--- src/rtl/ydma_run_sequencer.sv ---
// Host-side run controller for the ydma leaf: configures the leaf, pulses ap_start,
// waits for is_done, drains counter records to the host and reports completion/timeout.
`timescale 1ns/1ps
module ydma_run_sequencer #(
    parameter int unsigned AP_START_CYCLES = 4,
    parameter logic [31:0] TIMEOUT_CYCLES  = 32'hFFFF_FFFF,
    parameter int unsigned CNT_W           = 16
) (
    input  logic             clk,
    input  logic             reset,
    input  logic             cmd_valid,
    output logic             cmd_ready,
    input  logic [31:0]      cmd_output_size,
    input  logic [CNT_W-1:0] cmd_num_cnt,
    output logic [31:0]      output_size,
    output logic             output_size_valid,
    output logic [CNT_W-1:0] num_cnt_read,
    output logic             num_cnt_read_valid,
    output logic             ap_start,
    input  logic             is_done_valid,
    input  logic [63:0]      cnt,
    input  logic             cnt_vld,
    output logic             cnt_ack,
    output logic [63:0]      rec_data,
    output logic             rec_valid,
    input  logic             rec_ready,
    output logic [CNT_W-1:0] rec_idx,
    output logic             busy,
    output logic             run_done,
    output logic             run_timeout,
    output logic [31:0]      run_cycles
);

    typedef enum logic [2:0] {
        IDLE  = 3'd0,
        CFG   = 3'd1,
        START = 3'd2,
        RUN   = 3'd3,
        DRAIN = 3'd4,
        DONE  = 3'd5
    } state_t;

    state_t           state;
    state_t           state_next;
    logic [31:0]      size_q;
    logic [CNT_W-1:0] num_q;
    logic [31:0]      start_cnt;
    logic             timeout_hit;
    logic             handshake;

    assign output_size  = size_q;
    assign num_cnt_read = num_q;
    assign timeout_hit  = (TIMEOUT_CYCLES != 32'd0) && (run_cycles == TIMEOUT_CYCLES);

    // State register and run bookkeeping
    always_ff @(posedge clk) begin
        if (reset) begin
            state       <= IDLE;
            size_q      <= '0;
            num_q       <= '0;
            start_cnt   <= '0;
            rec_idx     <= '0;
            run_cycles  <= '0;
            run_timeout <= 1'b0;
        end else begin
            state <= state_next;
            case (state)
                IDLE: begin
                    if (cmd_valid) begin
                        size_q      <= cmd_output_size;
                        num_q       <= cmd_num_cnt;
                        rec_idx     <= '0;
                        run_cycles  <= '0;
                        run_timeout <= 1'b0;
                    end
                end
                CFG:   start_cnt <= 32'(AP_START_CYCLES);
                START: start_cnt <= start_cnt - 32'd1;
                RUN, DRAIN: begin
                    if (run_cycles != '1) begin
                        run_cycles <= run_cycles + 32'd1;
                    end
                    if (timeout_hit) begin
                        run_timeout <= 1'b1;
                    end
                    if (handshake) begin
                        rec_idx <= rec_idx + CNT_W'(1);
                    end
                end
                default: ;
            endcase
        end
    end

    // Next state and state-decoded outputs; DRAIN passes the cnt stream straight through
    always_comb begin
        state_next         = state;
        cmd_ready          = 1'b0;
        output_size_valid  = 1'b0;
        num_cnt_read_valid = 1'b0;
        ap_start           = 1'b0;
        cnt_ack            = 1'b0;
        rec_valid          = 1'b0;
        rec_data           = '0;
        run_done           = 1'b0;
        handshake          = 1'b0;
        busy               = (state != IDLE);
        case (state)
            IDLE: begin
                cmd_ready = 1'b1;
                if (cmd_valid) begin
                    // the leaf never reports done for a zero-size run
                    state_next = (cmd_output_size == 32'd0) ? DONE : CFG;
                end
            end
            CFG: begin
                output_size_valid  = 1'b1;
                num_cnt_read_valid = 1'b1;
                state_next         = START;
            end
            START: begin
                ap_start = 1'b1;
                if (start_cnt == 32'd1) begin
                    state_next = RUN;
                end
            end
            RUN: begin
                if (timeout_hit) begin
                    state_next = DONE;
                end else if (is_done_valid) begin
                    state_next = (num_q != '0) ? DRAIN : DONE;
                end
            end
            DRAIN: begin
                rec_data  = cnt;
                rec_valid = cnt_vld;
                cnt_ack   = cnt_vld & rec_ready;
                handshake = cnt_vld & rec_ready;
                if (timeout_hit) begin
                    state_next = DONE;
                end else if (handshake && (rec_idx == num_q - CNT_W'(1))) begin
                    state_next = DONE;
                end
            end
            DONE: begin
                run_done   = 1'b1;
                state_next = IDLE;
            end
            default: state_next = IDLE;
        endcase
    end

endmodule

--- config.mk ---
export PLATFORM = sky130hd
export DESIGN_NAME = ydma_run_sequencer
export DESIGN_NICKNAME = d
export VERILOG_FILES = /design/src/rtl/ydma_run_sequencer.sv
export SDC_FILE = /design/constraint.sdc
export NUM_CORES = 1
export LEC_CHECK = 0
export BUFFER_PORTS_ARGS = -buffer_cell sky130_fd_sc_hd__buf_2
export CORE_MARGIN = 2
export CORE_UTILIZATION = 45
export CTS_CLUSTER_SIZE = 12
export DETAILED_ROUTE_END_ITERATION = 7
export PLACE_DENSITY_LB_ADDON = 0.12
export SYNTH_ARGS = -nofsm -noshare
export SYNTH_HDL_FRONTEND = slang
export SYNTH_SLANG_ARGS = --single-unit
--- constraint.sdc ---
create_clock -name clk -period 6.4 [get_ports clk]
set_input_delay 0.32 -clock clk [delete_from_list [all_inputs] [get_ports clk]]
set_output_delay 0.32 -clock clk [all_outputs]
set_load 0.005 [all_outputs]
==> impl_metrics.json <==
{
  "status": "finished, final reports clean",
  "hold_end": "num_cnt_read[8]",
  "r2r-start": "state[2]",
  "synth_area_per_cell_um2": 7.67,
  "wirelength_mm": 22.0,
  "met2_usage_pct": 39.6,
  "tritoncts": "yes",
  "pwr-share-clk_pct": 38.8,
  "n_fill_cell": 1454,
  "first_pass_iters": 5,
  "synth_area_um2": 6990,
  "async_flop_share_pct": 0,
  "cp.required_ps": 6730,
  "wl_per_cell_um": 16.2,
  "place_congestion": 0.921,
  "ys_ff_latch": 132,
  "grt_pass1_vias": 6632,
  "grt_usage_pct": 25.4,
  "top_usage_layer": "met2",
  "dieArea_um2": 16500,
  "ys_seq_area_share_pct": 37.8,
  "area_growth_pct": 29.0,
  "grt_pass1_wl_mm": 33.6,
  "hpwl_mm": 15.8,
  "seq_area_um2": 2640,
  "p_switching_uw": 767,
  "worstPathArrival_ps": 3780,
  "power_frac_comb_pct": 21.7,
  "start_kind": "flip-flop",
  "via_per_inst": 5.55,
  "floorplan.initialDensity_pct": 46.0,
  "dp_slack_ps": 2970,
  "antenna_found_initial": 0,
  "cts_max_path_buffers": 2,
  "h-tree-depth": 4,
  "timing.final.hold_violations": 0,
  "rsz0062_at_grt": "no",
  "reg2reg_to": "run_cycles[7]",
  "setup_violations": 0,
  "portBuffers": 286,
  "hold_start": "cmd_num_cnt[8]",
  "min_path_type": "input port to flip-flop",
  "clk_latency_ps": 420,
  "drive_gt1_share_pct": 30.3,
  "vias": 7551,
  "drcViolationCount": 0,
  "r2r_setup_slack_ps": 2960,
  "multi_input_area_um2": 4050,
  "drt_iter0_markers": 683,
  "die_y_um": 129,
  "cts_hold_buf": 0,
  "whs_ps": 131,
  "post-route-period-util_pct": 53.8,
  "peakVddDrop_uv": 243,
  "die_w_um": 129,
  "worst_pin_slew_ps": 1120,
  "netlist-cell-type-count": 63,
  "timing.fmax_mhz": 290,
  "slew_viol_final": 0,
  "use_met1_pct": 33.2,
  "worstSetupPathType": "flip-flop to flip-flop",
  "skew_ps": 11.0,
  "cts-resized-gates": 0,
  "power.internal_mw": 1.62,
  "met3_usage_pct": 7.40,
  "grt_max_degree": 77,
  "cts.clk_slew.worst_paths_ps": 60,
  "drv_cap": 0,
  "rows": 45,
  "path_max_fanout": 76,
  "reg2regPathDepth": 5,
  "swShare_pct": 32.2,
  "synth_nets": 1035,
  "finalSetupTns_ps": 0,
  "io_pins": 287,
  "synth-edff-count": 0,
  "p_leak_nw": 4.20,
  "powerDensity_nw_per_um2": 264,
  "core_area_um2": 15200,
  "min_path_cells": 3,
  "grt_overflow": 0,
  "yosys_warnings": 0,
  "ant_nets": 0,
  "antenna_cells": 0,
  "worst_slack_ps": 2960,
  "cts.sinks": 132,
  "ys.flop_type": "dfxtp_1",
  "syn_inst": 912,
  "cts_buffers": 17,
  "fin_nets": 1283,
  "post-route-min-period_ps": 3440,
  "end_kind": "flip-flop",
  "post-cts-setup-buffers": 0,
  "seqPwrFrac_pct": 39.5,
  "slew_headroom_pct": 25.4,
  "root_buffer": "clkbuf_16"
}
synth_stat cells, drive strengths merged (4+ instances only):
| library cell | instances | area, um^2 |
|---|---|---|
| nor2 | 70 | 263 |
| a311oi | 5 | 43.8 |
| dfxtp | 132 | 2640 |
| inv | 19 | 71.3 |
| nor4 | 28 | 203 |
| a31oi | 11 | 68.8 |
| or2 | 10 | 62.6 |
| or3 | 15 | 93.8 |
| and3 | 75 | 469 |
| a21oi | 86 | 430 |
| or4 | 17 | 131 |
| xor2 | 10 | 87.6 |
| o311ai | 5 | 43.8 |
| o211ai | 11 | 82.6 |
| mux2 | 9 | 101 |
| nand3 | 29 | 145 |
| o21a | 5 | 37.5 |
| nand2 | 158 | 596 |
| and4 | 5 | 43.8 |
| clkbuf | 50 | 188 |
| nor3b | 4 | 30.0 |
| nor3 | 23 | 115 |
| ha | 5 | 62.6 |
| xnor2 | 31 | 272 |
| buf | 11 | 61.3 |
| a211oi | 4 | 30.0 |
| o21ai | 13 | 65.1 |
| a2111oi | 4 | 47.6 |
| o31a | 4 | 35.0 |
| nand4 | 19 | 119 |
| and2 | 8 | 50.1 |
| nand2b | 5 | 31.3 |
kinds of logic (layout without fill, tap and decap cells):
| family | count (synthesis) | count (layout) | share of synthesized area [%] |
|---|---|---|---|
| AOI/OAI and AO/OA | 166 | 166 | 14.7 |
| DFF | 132 | 132 | 37.8 |
| buffers and inverters | 80 | 341 | 4.58 |
| and+or+nand+nor | 476 | 476 | 35.0 |
| muxes | 12 | 12 | 1.88 |
| adders and majority gates | 5 | 5 | 0.895 |
| xor gates and xnor gates | 41 | 41 | 5.14 |
state kept, by name, indices dropped and copies added, names as in the netlist:
name	cells
num_cnt_read	16
output_size	32
rec_idx	16
run_cycles	32
run_timeout	1
start_cnt	32
state	3
power groups by stage:
stage | Sequential (mW) | Combinational (mW) | Clock (mW)
2_1_floorplan | 0.943 | 0.367 | 0
3_3_place_gp | 0.957 | 0.507 | 0
3_5_place_dp | 0.959 | 0.513 | 0
4_1_cts | 0.941 | 0.515 | 0.938
5_1_grt | 0.953 | 0.575 | 0.974
6_report | 0.942 | 0.518 | 0.926
routing by layer:
metal / up-vias / share of wire [%]
met5: - / 0
met4: 0 / 2.5
met3: 44 / 7.9
met2: 297 / 45
met1: 3449 / 44
li1: 3761 / -
worst max-delay path, stage by stage (launching register included):
cell and delay (ps):
dfxtp_2 600, nor3_1 610, nand2_2 750, o21ai_1 890, a41oi_1 220, a311oi_1 270
per-stage QoR:
stage,instances,power [mW],utilization (%),cell area [um^2]
floorplan,912,1.31,-,6990
global placement,1329,1.46,55.7,8460
detailed placement,1329,1.47,55.7,8460
CTS,1361,2.39,59.3,9020
global route,1361,2.50,59.3,9020
finish,1361,2.39,59.3,9020
how the worst max path moves through the flow:
stage,start,endpoint,cells past startpoint
after floorplan,start_cnt[4],start_cnt[30],7
after global placement,state[2],run_cycles[7],5
after detailed placement,state[2],run_cycles[15],5
after CTS,state[2],run_cycles[7],5
after global routing,state[2],run_cycles[7],5
final,state[2],run_cycles[7],5
final cells by class:
cell class | count | area share, %
sequential | 132 | 29.3
tap | 188 | 2.61
timing repair buffer | 290 | 16.2
inverter | 19 | 0.791
clock buffer | 18 | 4.76
multi-input combinational | 700 | 44.9
clock inverter | 14 | 1.46
cell usage in the layout (no fill, tap or decap), drive strengths merged, types with 5 or more instances in the layout:
cell type / instances
nand4: 19
nand2: 158
clkinv: 7
o21a: 5
dfxtp: 132
nor2: 70
clkbuf: 18
nor3: 23
and2: 8
nand3: 29
mux2: 9
or2: 10
or4: 17
ha: 5
nand2b: 5
xnor2: 31
or3: 15
and3: 75
buf: 290
o21ai: 13
o211ai: 11
o311ai: 5
a21oi: 86
inv: 21
a311oi: 5
a31oi: 11
nor4: 28
and4: 5
xor2: 10
No activity file was read; power rests on OpenSTA's default activity.
